`src/rtl/naive_bus_rom_arbiter_pkg.sv`:
```
// Shared types and helpers for the naive-bus arbiters (ROM arbiter today, data-RAM arbiter later).
package naive_arb_pkg;

  localparam int PRIO_RR    = 0;
  localparam int PRIO_FIXED = 1;

  typedef logic [0:0] master_id_t;

  function automatic logic [31:0] sat_inc(input logic [31:0] v);
    return (v == 32'hFFFF_FFFF) ? v : v + 32'd1;
  endfunction

endpackage

```
`src/rtl/naive_bus_rom_arbiter_if.sv`:
```
// One naive-bus port: request/grant handshake, address/data, read data returned one cycle after grant.
interface naive_bus_rom_arbiter_if #(
  parameter int ADDR_W = 32,
  parameter int DATA_W = 32
);
  logic              rd_req;
  logic              wr_req;
  logic              rd_gnt;
  logic              wr_gnt;
  logic [ADDR_W-1:0] rd_addr;
  logic [ADDR_W-1:0] wr_addr;
  logic [DATA_W-1:0] wr_data;
  logic [DATA_W-1:0] rd_data;

  modport master (
    output rd_req, wr_req, rd_addr, wr_addr, wr_data,
    input  rd_gnt, wr_gnt, rd_data
  );

  modport slave (
    input  rd_req, wr_req, rd_addr, wr_addr, wr_data,
    output rd_gnt, wr_gnt, rd_data
  );
endinterface

```
`src/rtl/naive_bus_rom_arbiter_rr_pick2.sv`:
```
// Two-way winner selection: round-robin against last_win, or fixed priority with m0 first.
module rr_pick2
  import naive_arb_pkg::*;
#(
  parameter int PRIO_MODE = PRIO_RR
) (
  input  logic       act0,
  input  logic       act1,
  input  master_id_t last_win,
  output master_id_t winner,
  output logic       any
);

  always_comb begin
    winner = 1'b0;
    any    = act0 | act1;
    if (act0 && act1) begin
      winner = (PRIO_MODE == PRIO_FIXED) ? 1'b0 : ~last_win;
    end else if (act1) begin
      winner = 1'b1;
    end
  end

endmodule

```
`src/rtl/naive_bus_rom_arbiter.sv`:
```
// Two-master naive-bus arbiter sharing the instruction ROM between fetch (m0) and loader (m1).
// Define ROM_ARB_PERF_CNT_EN to add grant and conflict performance counters.
module naive_bus_rom_arbiter
  import naive_arb_pkg::*;
#(
  parameter int PRIO_MODE = PRIO_RR,
  parameter int ADDR_W    = 32,
  parameter int DATA_W    = 32
) (
  input  logic clk,
  input  logic rst_n,
  naive_bus_rom_arbiter_if.slave  m0,
  naive_bus_rom_arbiter_if.slave  m1,
  naive_bus_rom_arbiter_if.master s
`ifdef ROM_ARB_PERF_CNT_EN
  ,
  output logic [31:0] m0_gnt_cnt,
  output logic [31:0] m1_gnt_cnt,
  output logic [31:0] conflict_cnt
`endif
);

  logic              act0, act1, any;
  logic              rd_granted, any_granted;
  master_id_t        winner, last_win, rd_own;
  logic              rd_own_v;
  logic              sel_rd_req, sel_wr_req;
  logic [ADDR_W-1:0] sel_rd_addr, sel_wr_addr;
  logic [DATA_W-1:0] sel_wr_data;

  assign act0 = m0.rd_req | m0.wr_req;
  assign act1 = m1.rd_req | m1.wr_req;

  rr_pick2 #(.PRIO_MODE(PRIO_MODE)) u_pick (
    .act0     (act0),
    .act1     (act1),
    .last_win (last_win),
    .winner   (winner),
    .any      (any)
  );

  always_comb begin
    sel_rd_req  = 1'b0;
    sel_wr_req  = 1'b0;
    sel_rd_addr = '0;
    sel_wr_addr = '0;
    sel_wr_data = '0;
    if (any) begin
      if (winner == 1'b1) begin
        sel_rd_req  = m1.rd_req;
        sel_wr_req  = m1.wr_req;
        sel_rd_addr = m1.rd_addr;
        sel_wr_addr = m1.wr_addr;
        sel_wr_data = m1.wr_data;
      end else begin
        sel_rd_req  = m0.rd_req;
        sel_wr_req  = m0.wr_req;
        sel_rd_addr = m0.rd_addr;
        sel_wr_addr = m0.wr_addr;
        sel_wr_data = m0.wr_data;
      end
    end
  end

  assign s.rd_req  = sel_rd_req;
  assign s.wr_req  = sel_wr_req;
  assign s.rd_addr = sel_rd_addr;
  assign s.wr_addr = sel_wr_addr;
  assign s.wr_data = sel_wr_data;

  assign m0.rd_gnt = any && (winner == 1'b0) && s.rd_gnt && m0.rd_req;
  assign m0.wr_gnt = any && (winner == 1'b0) && s.wr_gnt && m0.wr_req;
  assign m1.rd_gnt = any && (winner == 1'b1) && s.rd_gnt && m1.rd_req;
  assign m1.wr_gnt = any && (winner == 1'b1) && s.wr_gnt && m1.wr_req;

  assign rd_granted  = m0.rd_gnt | m1.rd_gnt;
  assign any_granted = rd_granted | m0.wr_gnt | m1.wr_gnt;

  // Read data is steered by the registered owner, so a new grant never disturbs the return in flight.
  always_ff @(posedge clk or negedge rst_n) begin
    if (!rst_n) begin
      last_win <= 1'b1;
      rd_own_v <= 1'b0;
      rd_own   <= 1'b0;
    end else begin
      if (any_granted) last_win <= winner;
      rd_own_v <= rd_granted;
      rd_own   <= winner;
    end
  end

  assign m0.rd_data = (rd_own_v && (rd_own == 1'b0)) ? s.rd_data : '0;
  assign m1.rd_data = (rd_own_v && (rd_own == 1'b1)) ? s.rd_data : '0;

`ifdef ROM_ARB_PERF_CNT_EN
  always_ff @(posedge clk or negedge rst_n) begin
    if (!rst_n) begin
      m0_gnt_cnt   <= '0;
      m1_gnt_cnt   <= '0;
      conflict_cnt <= '0;
    end else begin
      if (m0.rd_gnt || m0.wr_gnt) m0_gnt_cnt   <= sat_inc(m0_gnt_cnt);
      if (m1.rd_gnt || m1.wr_gnt) m1_gnt_cnt   <= sat_inc(m1_gnt_cnt);
      if (act0 && act1)           conflict_cnt <= sat_inc(conflict_cnt);
    end
  end
`endif

endmodule
```
`src/flat_wrapper.sv`:
```
// flat-port wrapper written by rule: the top's interface ports become plain ports
module naive_bus_rom_arbiter_flat import naive_arb_pkg::*;
#(
  parameter int PRIO_MODE = PRIO_RR,
  parameter int ADDR_W    = 32,
  parameter int DATA_W    = 32
)
  (clk, rst_n, m0_rd_req, m0_wr_req, m0_rd_addr, m0_wr_addr, m0_wr_data, m0_rd_gnt, m0_wr_gnt, m0_rd_data, m1_rd_req, m1_wr_req, m1_rd_addr, m1_wr_addr, m1_wr_data, m1_rd_gnt, m1_wr_gnt, m1_rd_data, s_rd_req, s_wr_req, s_rd_addr, s_wr_addr, s_wr_data, s_rd_gnt, s_wr_gnt, s_rd_data);
  naive_bus_rom_arbiter_if #(.ADDR_W(ADDR_W), .DATA_W(DATA_W)) m0_i ();
  naive_bus_rom_arbiter_if #(.ADDR_W(ADDR_W), .DATA_W(DATA_W)) m1_i ();
  naive_bus_rom_arbiter_if #(.ADDR_W(ADDR_W), .DATA_W(DATA_W)) s_i ();
  input  logic clk;
  input  logic rst_n;
  input wire logic [$bits(m0_i.rd_req)-1:0] m0_rd_req;
  input wire logic [$bits(m0_i.wr_req)-1:0] m0_wr_req;
  input wire logic [$bits(m0_i.rd_addr)-1:0] m0_rd_addr;
  input wire logic [$bits(m0_i.wr_addr)-1:0] m0_wr_addr;
  input wire logic [$bits(m0_i.wr_data)-1:0] m0_wr_data;
  output wire logic [$bits(m0_i.rd_gnt)-1:0] m0_rd_gnt;
  output wire logic [$bits(m0_i.wr_gnt)-1:0] m0_wr_gnt;
  output wire logic [$bits(m0_i.rd_data)-1:0] m0_rd_data;
  input wire logic [$bits(m1_i.rd_req)-1:0] m1_rd_req;
  input wire logic [$bits(m1_i.wr_req)-1:0] m1_wr_req;
  input wire logic [$bits(m1_i.rd_addr)-1:0] m1_rd_addr;
  input wire logic [$bits(m1_i.wr_addr)-1:0] m1_wr_addr;
  input wire logic [$bits(m1_i.wr_data)-1:0] m1_wr_data;
  output wire logic [$bits(m1_i.rd_gnt)-1:0] m1_rd_gnt;
  output wire logic [$bits(m1_i.wr_gnt)-1:0] m1_wr_gnt;
  output wire logic [$bits(m1_i.rd_data)-1:0] m1_rd_data;
  output wire logic [$bits(s_i.rd_req)-1:0] s_rd_req;
  output wire logic [$bits(s_i.wr_req)-1:0] s_wr_req;
  output wire logic [$bits(s_i.rd_addr)-1:0] s_rd_addr;
  output wire logic [$bits(s_i.wr_addr)-1:0] s_wr_addr;
  output wire logic [$bits(s_i.wr_data)-1:0] s_wr_data;
  input wire logic [$bits(s_i.rd_gnt)-1:0] s_rd_gnt;
  input wire logic [$bits(s_i.wr_gnt)-1:0] s_wr_gnt;
  input wire logic [$bits(s_i.rd_data)-1:0] s_rd_data;
  assign m0_i.rd_req = m0_rd_req;
  assign m0_i.wr_req = m0_wr_req;
  assign m0_i.rd_addr = m0_rd_addr;
  assign m0_i.wr_addr = m0_wr_addr;
  assign m0_i.wr_data = m0_wr_data;
  assign m0_rd_gnt = m0_i.rd_gnt;
  assign m0_wr_gnt = m0_i.wr_gnt;
  assign m0_rd_data = m0_i.rd_data;
  assign m1_i.rd_req = m1_rd_req;
  assign m1_i.wr_req = m1_wr_req;
  assign m1_i.rd_addr = m1_rd_addr;
  assign m1_i.wr_addr = m1_wr_addr;
  assign m1_i.wr_data = m1_wr_data;
  assign m1_rd_gnt = m1_i.rd_gnt;
  assign m1_wr_gnt = m1_i.wr_gnt;
  assign m1_rd_data = m1_i.rd_data;
  assign s_rd_req = s_i.rd_req;
  assign s_wr_req = s_i.wr_req;
  assign s_rd_addr = s_i.rd_addr;
  assign s_wr_addr = s_i.wr_addr;
  assign s_wr_data = s_i.wr_data;
  assign s_i.rd_gnt = s_rd_gnt;
  assign s_i.wr_gnt = s_wr_gnt;
  assign s_i.rd_data = s_rd_data;
  naive_bus_rom_arbiter #(.PRIO_MODE(PRIO_MODE), .ADDR_W(ADDR_W), .DATA_W(DATA_W)) u_core (.clk(clk), .rst_n(rst_n), .m0(m0_i), .m1(m1_i), .s(s_i));
endmodule
```
`config.mk`:
```
export PLATFORM = sky130hd
export DESIGN_NAME = naive_bus_rom_arbiter_flat
export DESIGN_NICKNAME = d
export VERILOG_FILES = /design/src/rtl/naive_bus_rom_arbiter_pkg.sv /design/src/rtl/naive_bus_rom_arbiter_if.sv /design/src/rtl/naive_bus_rom_arbiter_rr_pick2.sv /design/src/rtl/naive_bus_rom_arbiter.sv /design/src/flat_wrapper.sv
export SDC_FILE = /design/constraint.sdc
export NUM_CORES = 1
export LEC_CHECK = 0
export ABC_AREA = 1
export BUFFER_PORTS_ARGS = -buffer_cell sky130_fd_sc_hd__buf_2
export CAP_MARGIN = 20
export CORE_AREA = 2 2 156 158
export DETAILED_ROUTE_END_ITERATION = 10
export DIE_AREA = 0 0 158 160
export HOLD_SLACK_MARGIN = 0.12
export PLACE_DENSITY = 0.35
export REMOVE_ABC_BUFFERS = 1
export SLEW_MARGIN = 20
export SYNTH_ARGS = -nofsm -noshare
export SYNTH_HDL_FRONTEND = slang
export SYNTH_SLANG_ARGS = --single-unit
```
`constraint.sdc`:
```
create_clock -name clk -period 3.57 [get_ports clk]
set_clock_uncertainty 0.15 [all_clocks]
set_input_delay 0.714 -clock clk [delete_from_list [all_inputs] [get_ports clk]]
set_output_delay 0.714 -clock clk [all_outputs]
set_load 0.005 [all_outputs]
```
-- Word-level counts from Yosys, hierarchy flattened
Cells that the tools add are included.
- reduce and logical (&&, ||, !) cells: 13
- muxes and demuxes: 14
- bitwise logic cells: 9
- operators by type and width (cell ; number):
    two-way mux 32 bit ; 8
    logical AND 1 bit ; 13
    two-way mux 1 bit ; 6
    OR 1 bit ; 6
    NOT 1 bit ; 3
- logic and storage cells: 39
- bits in registers: 3
- bits of input ports: 232

-- Logic depth before layout (Yosys ltp)
- depth in word-level cells: 10
- depth in mapped cells: 9
- depth with buffers taken out: 9

-- Hierarchy
From an unflattened synthesis, not the netlist that was laid out.
- cell total of the unflattened synthesis: 468
- area total of the unflattened synthesis: 2322.2 um^2
- by module, submodules not included (module ; times used ; area an instance (um^2) ; seq. area each (um^2) ; cells an instance):
    naive_bus_rom_arbiter ; 1 ; 2307.2 ; 76.3 ; 465
    rr_pick2 ; 1 ; 15.0 ; 0.0 ; 3

-- Worst setup path before layout
OpenSTA, ideal clock, no wires.
- kind: input to output
- start point: input m0_rd_req
- end point: output s_rd_addr[10]
- cell stages on the path: 7
- arrival: 1.483 ns
- setup slack: 1.223 ns
- required time: 2.706 ns
- cell sequence: o21ai_2 > nand2_4 > clkinv_4 > buf_6 > buf_6 > nor2_1 > nor2_1
- longest elaborated chain between the ends: 5
- elaborated cells on any way between the ends: 6
- classes of those cells: mux: 3; bitwise: 2; reduce/logical: 1
- ends and longest elaborated chain (item ; RTL line ; text):
    from (decl) ; flat_wrapper.sv:14 ; input wire logic [$bits(m0_i.rd_req)-1:0] m0_rd_req;
    OR 1 bit * ; naive_bus_rom_arbiter.sv:31 ; assign act0 = m0.rd_req | m0.wr_req;
    logical AND 1 bit ; naive_bus_rom_arbiter_rr_pick2.sv:17 ; if (act0 && act1) begin
    two-way mux 1 bit ; naive_bus_rom_arbiter_rr_pick2.sv:17 ;
    two-way mux 32 bit ; naive_bus_rom_arbiter.sv:49 ; if (winner == 1'b1) begin
    two-way mux 32 bit * ; naive_bus_rom_arbiter.sv:48 ; if (any) begin
    to (decl) ; flat_wrapper.sv:32 ; output wire logic [$bits(s_i.rd_addr)-1:0] s_rd_addr;
Mark *: on every way between the ends. The rest lies on a longest branch, timed or not.

-- Worst setup path after layout
- start point: input m0_rd_req
- end point: output s_wr_addr[30]
- longest elaborated chain between the ends: 5
- elaborated cells on any way between the ends: 6
- classes of those cells: mux: 3; bitwise: 2; reduce/logical: 1
- ends and longest elaborated chain (item ; RTL line ; text):
    OR 1 bit * ; naive_bus_rom_arbiter.sv:31 ;
    logical AND 1 bit ; naive_bus_rom_arbiter_rr_pick2.sv:17 ;
    two-way mux 1 bit ; naive_bus_rom_arbiter_rr_pick2.sv:17 ;
    two-way mux 32 bit ; naive_bus_rom_arbiter.sv:49 ;
    two-way mux 32 bit * ; naive_bus_rom_arbiter.sv:48 ;
    to (decl) ; flat_wrapper.sv:33 ; output wire logic [$bits(s_i.wr_addr)-1:0] s_wr_addr;
Marked as above.

==> flow_metrics.env <==
export IMPL_fillCellCount=2915
export IMPL_grt_max_degree=99
export IMPL_grt_pass1_vias=3758
export IMPL_swShare_pct=51.7
export IMPL_cts_path_max_buffers=2
export IMPL_syn2layout_area_growth_pct=119
export IMPL_crit_required_ns=2.71
export IMPL_dpl_hpwl_um=12000
export IMPL_post_drt_wl_per_cell_um=12.6
export IMPL_cp_end_kind="output port"
export IMPL_layout_cells_non_filler=1152
export IMPL_gp_congestion=0.764
export IMPL_grt_overflow=0
export IMPL_clockPowerShare_pct=11.0
export IMPL_core_area_um2=23800
export IMPL_io_pins=398
export IMPL_tritoncts="built"
export IMPL_clock_sinks=3
export IMPL_drc=0
export IMPL_ant_nets=0
export IMPL_path_max_fanout=29
export IMPL_grt_first_pass_wirelength_um=19900
export IMPL_cpPeakStageDelay_ns=0.29
export IMPL_netlist_area_um2=2000
export IMPL_status="complete, no violations"
export IMPL_final_core_util_pct=18.4
export IMPL_htreeDepth=1
export IMPL_worstSkewPairLatency_ns=0.22
export IMPL_fp_dieH_um=160
export IMPL_final_hold_violation_count=0
export IMPL_post_route_period_util_pct=81.0
export IMPL_rsz0062_at_grt="false"
export IMPL_drtIter0Drc=166
export IMPL_num_vias=4201
export IMPL_synth_cell_types=15
export IMPL_worst_setup_path_start_kind="primary input"
export IMPL_synth_cells=455
export IMPL_port_buffers=397
export IMPL_max_clock_freq_mhz=346
export IMPL_finalMaxSlewViolations=0
export IMPL_yosysTopAreaCell="nor2_1"
export IMPL_diodes=0
export IMPL_fp_row_count=57
export IMPL_seqPwrFrac_pct=3.5
export IMPL_start_util_pct=8.38
export IMPL_die_area_um2=25300
export IMPL_hold_buffers=0
export IMPL_fin_ws_ns=0.680
export IMPL_multi_input_area_um2=1560
export IMPL_antenna_found_initial=0
export IMPL_r2r_slack_ns=1.87
export IMPL_wl_um=14500
export IMPL_post_place_ws_ns=0.601
export IMPL_switchingPower_w=0.000836
export IMPL_setup_viol=0
export IMPL_final_setup_tns_ns=0
export IMPL_ys_ff_latch=3
export IMPL_ys_warn_count=0
export IMPL_period_needed_ns=2.89
export IMPL_vias_per_cell=3.65
export IMPL_worstPathArrival_ns=2.03
export IMPL_die_width_um=158
export IMPL_irDropWorstVdd_mv=0.121
export IMPL_ys_seq_area_share_pct=3.82
export IMPL_max_slew_margin_pct=33.7
export IMPL_powerDensity_nw_per_um2=370
export IMPL_regArea_um2=76.3
export IMPL_p_int_w=0.000781
export IMPL_p_leak_nw=2.72
export IMPL_clkSlewWorstSetupHoldPaths_ns=0.03
export IMPL_numCtsBuffers=3
export IMPL_cp_slowest_cell="buf_4"
export IMPL_cp_cell_sequence="buf_2 -> o21ai_2 -> nand2_4 -> clkinv_4 -> buf_4 -> nor2_1 -> nor2_1 -> buf_2"
export IMPL_crit_type="primary input to output port"
export IMPL_pwr_share_comb_pct=85.5
export IMPL_synthTopCellsByArea="nor2_1 (49%), o21ai_0 (17%), o21ai_1 (7.5%)"
export IMPL_cts_root_buf="clkbuf_16"
export IMPL_final_nets=1061
export IMPL_yosysTopAreaCellShare_pct=49.5
export IMPL_worst_slew_pin_slew_ns=0.993
export IMPL_cts_setup_buffers=0
export IMPL_place_inst=1148
export IMPL_syn_avg_cell_area_um2=4.39
export IMPL_grtUsageTotal_pct=9.96
export IMPL_hp_class="primary input to asynchronous set/reset pin"
export IMPL_cts_resized=0
export IMPL_firstDrtPassIters=4
export IMPL_drive_gt1_share_pct=49.9
export IMPL_drv_cap=0
worst paths after layout:
path,startpoint,endpoint,cells after the start
max,m0_rd_req,s_wr_addr[30],8
min,rst_n,u_core.rd_own_v,1
max reg2reg,u_core.last_win,u_core.last_win,9
min reg2reg,u_core.last_win,u_core.last_win,2
max in group asynchronous,rst_n,u_core.last_win,1
min in group clk,u_core.last_win,u_core.last_win,2
power by group through the flow:
| stage | registers [W] | logic (W) | clock network, W |
|---|---|---|---|
| 6_report | 0.0000569 | 0.00138 | 0.000178 |
| 5_1_grt | 0.0000588 | 0.00155 | 0.000182 |
| 4_1_cts | 0.0000571 | 0.00141 | 0.000181 |
| 3_5_place_dp | 0.0000575 | 0.00140 | 0 |
| 3_3_place_gp | 0.0000589 | 0.00142 | 0 |
| 2_1_floorplan | 0.0000557 | 0.000612 | 0 |
cell families (layout without fill, tap and decap cells):
kind of cell / count (synthesis) / count (layout) / synth area share (%)
simple gates: 280 / 280 / 53.4
buf+inv: 75 / 448 / 18.2
compound gates: 97 / 97 / 24.5
flops: 3 / 3 / 3.82
synthesized netlist by cell type:
library cell / number
nand3_2: 1
nor2_1: 263
clkbuf_1: 19
dfrtp_1: 2
nand2_4: 1
nand3_1: 1
o21ai_0: 66
o21ai_1: 30
inv_1: 38
clkinv_4: 1
buf_2: 8
buf_6: 9
nand2_1: 14
dfstp_2: 1
o21ai_2: 1
metrics by stage:
| step | area (um2) | hold WS, ns | power [W] |
|---|---|---|---|
| detailed placement | 4290 | 0.349 | 0.00146 |
| global placement | 4290 | 0.352 | 0.00148 |
| finish | 4370 | 0.131 | 0.00162 |
| floorplan | 1780 | 0.268 | 0.000667 |
| global route | 4370 | 0.133 | 0.00179 |
| CTS | 4370 | 0.130 | 0.00165 |
sequential cells by signal, indices dropped and copies added (netlist names):
signal           cells
u_core.last_win      1
u_core.rd_own        1
u_core.rd_own_v      1
layout by cell type, fill, tap and decap left out, drive strengths merged:
cell type,n
buf,405
clkbuf,4
clkinv,1
dfrtp,2
dfstp,1
inv,38
nand2,15
nand3,2
nor2,263
o21ai,97
worst max-delay path: cells and delay by family:
kind                   cells  cell delay, ns
AO/OA/AOI/OAI              1            0.21
AND/OR/NAND/NOR            3            0.30
buffers and inverters      4            0.78
routing by layer:
layer | share of wire [%] | global-route usage [%] | vias to the layer above
met5 | 0 | 0 | -
met4 | 0.40 | 1.27 | 0
met1 | 38 | 10.5 | 1815
met3 | 8.9 | 1.87 | 4
li1 | - | - | 2142
met2 | 52 | 20.4 | 240
area by class of cell:
class,instances,area share [%]
tap,324,9.27
clock buffer,4,1.80
multi-input combinational,377,35.7
inverter,39,3.46
sequential,3,1.75
timing repair buffer,405,48.0
No activity file was read; power rests on OpenSTA's default activity.
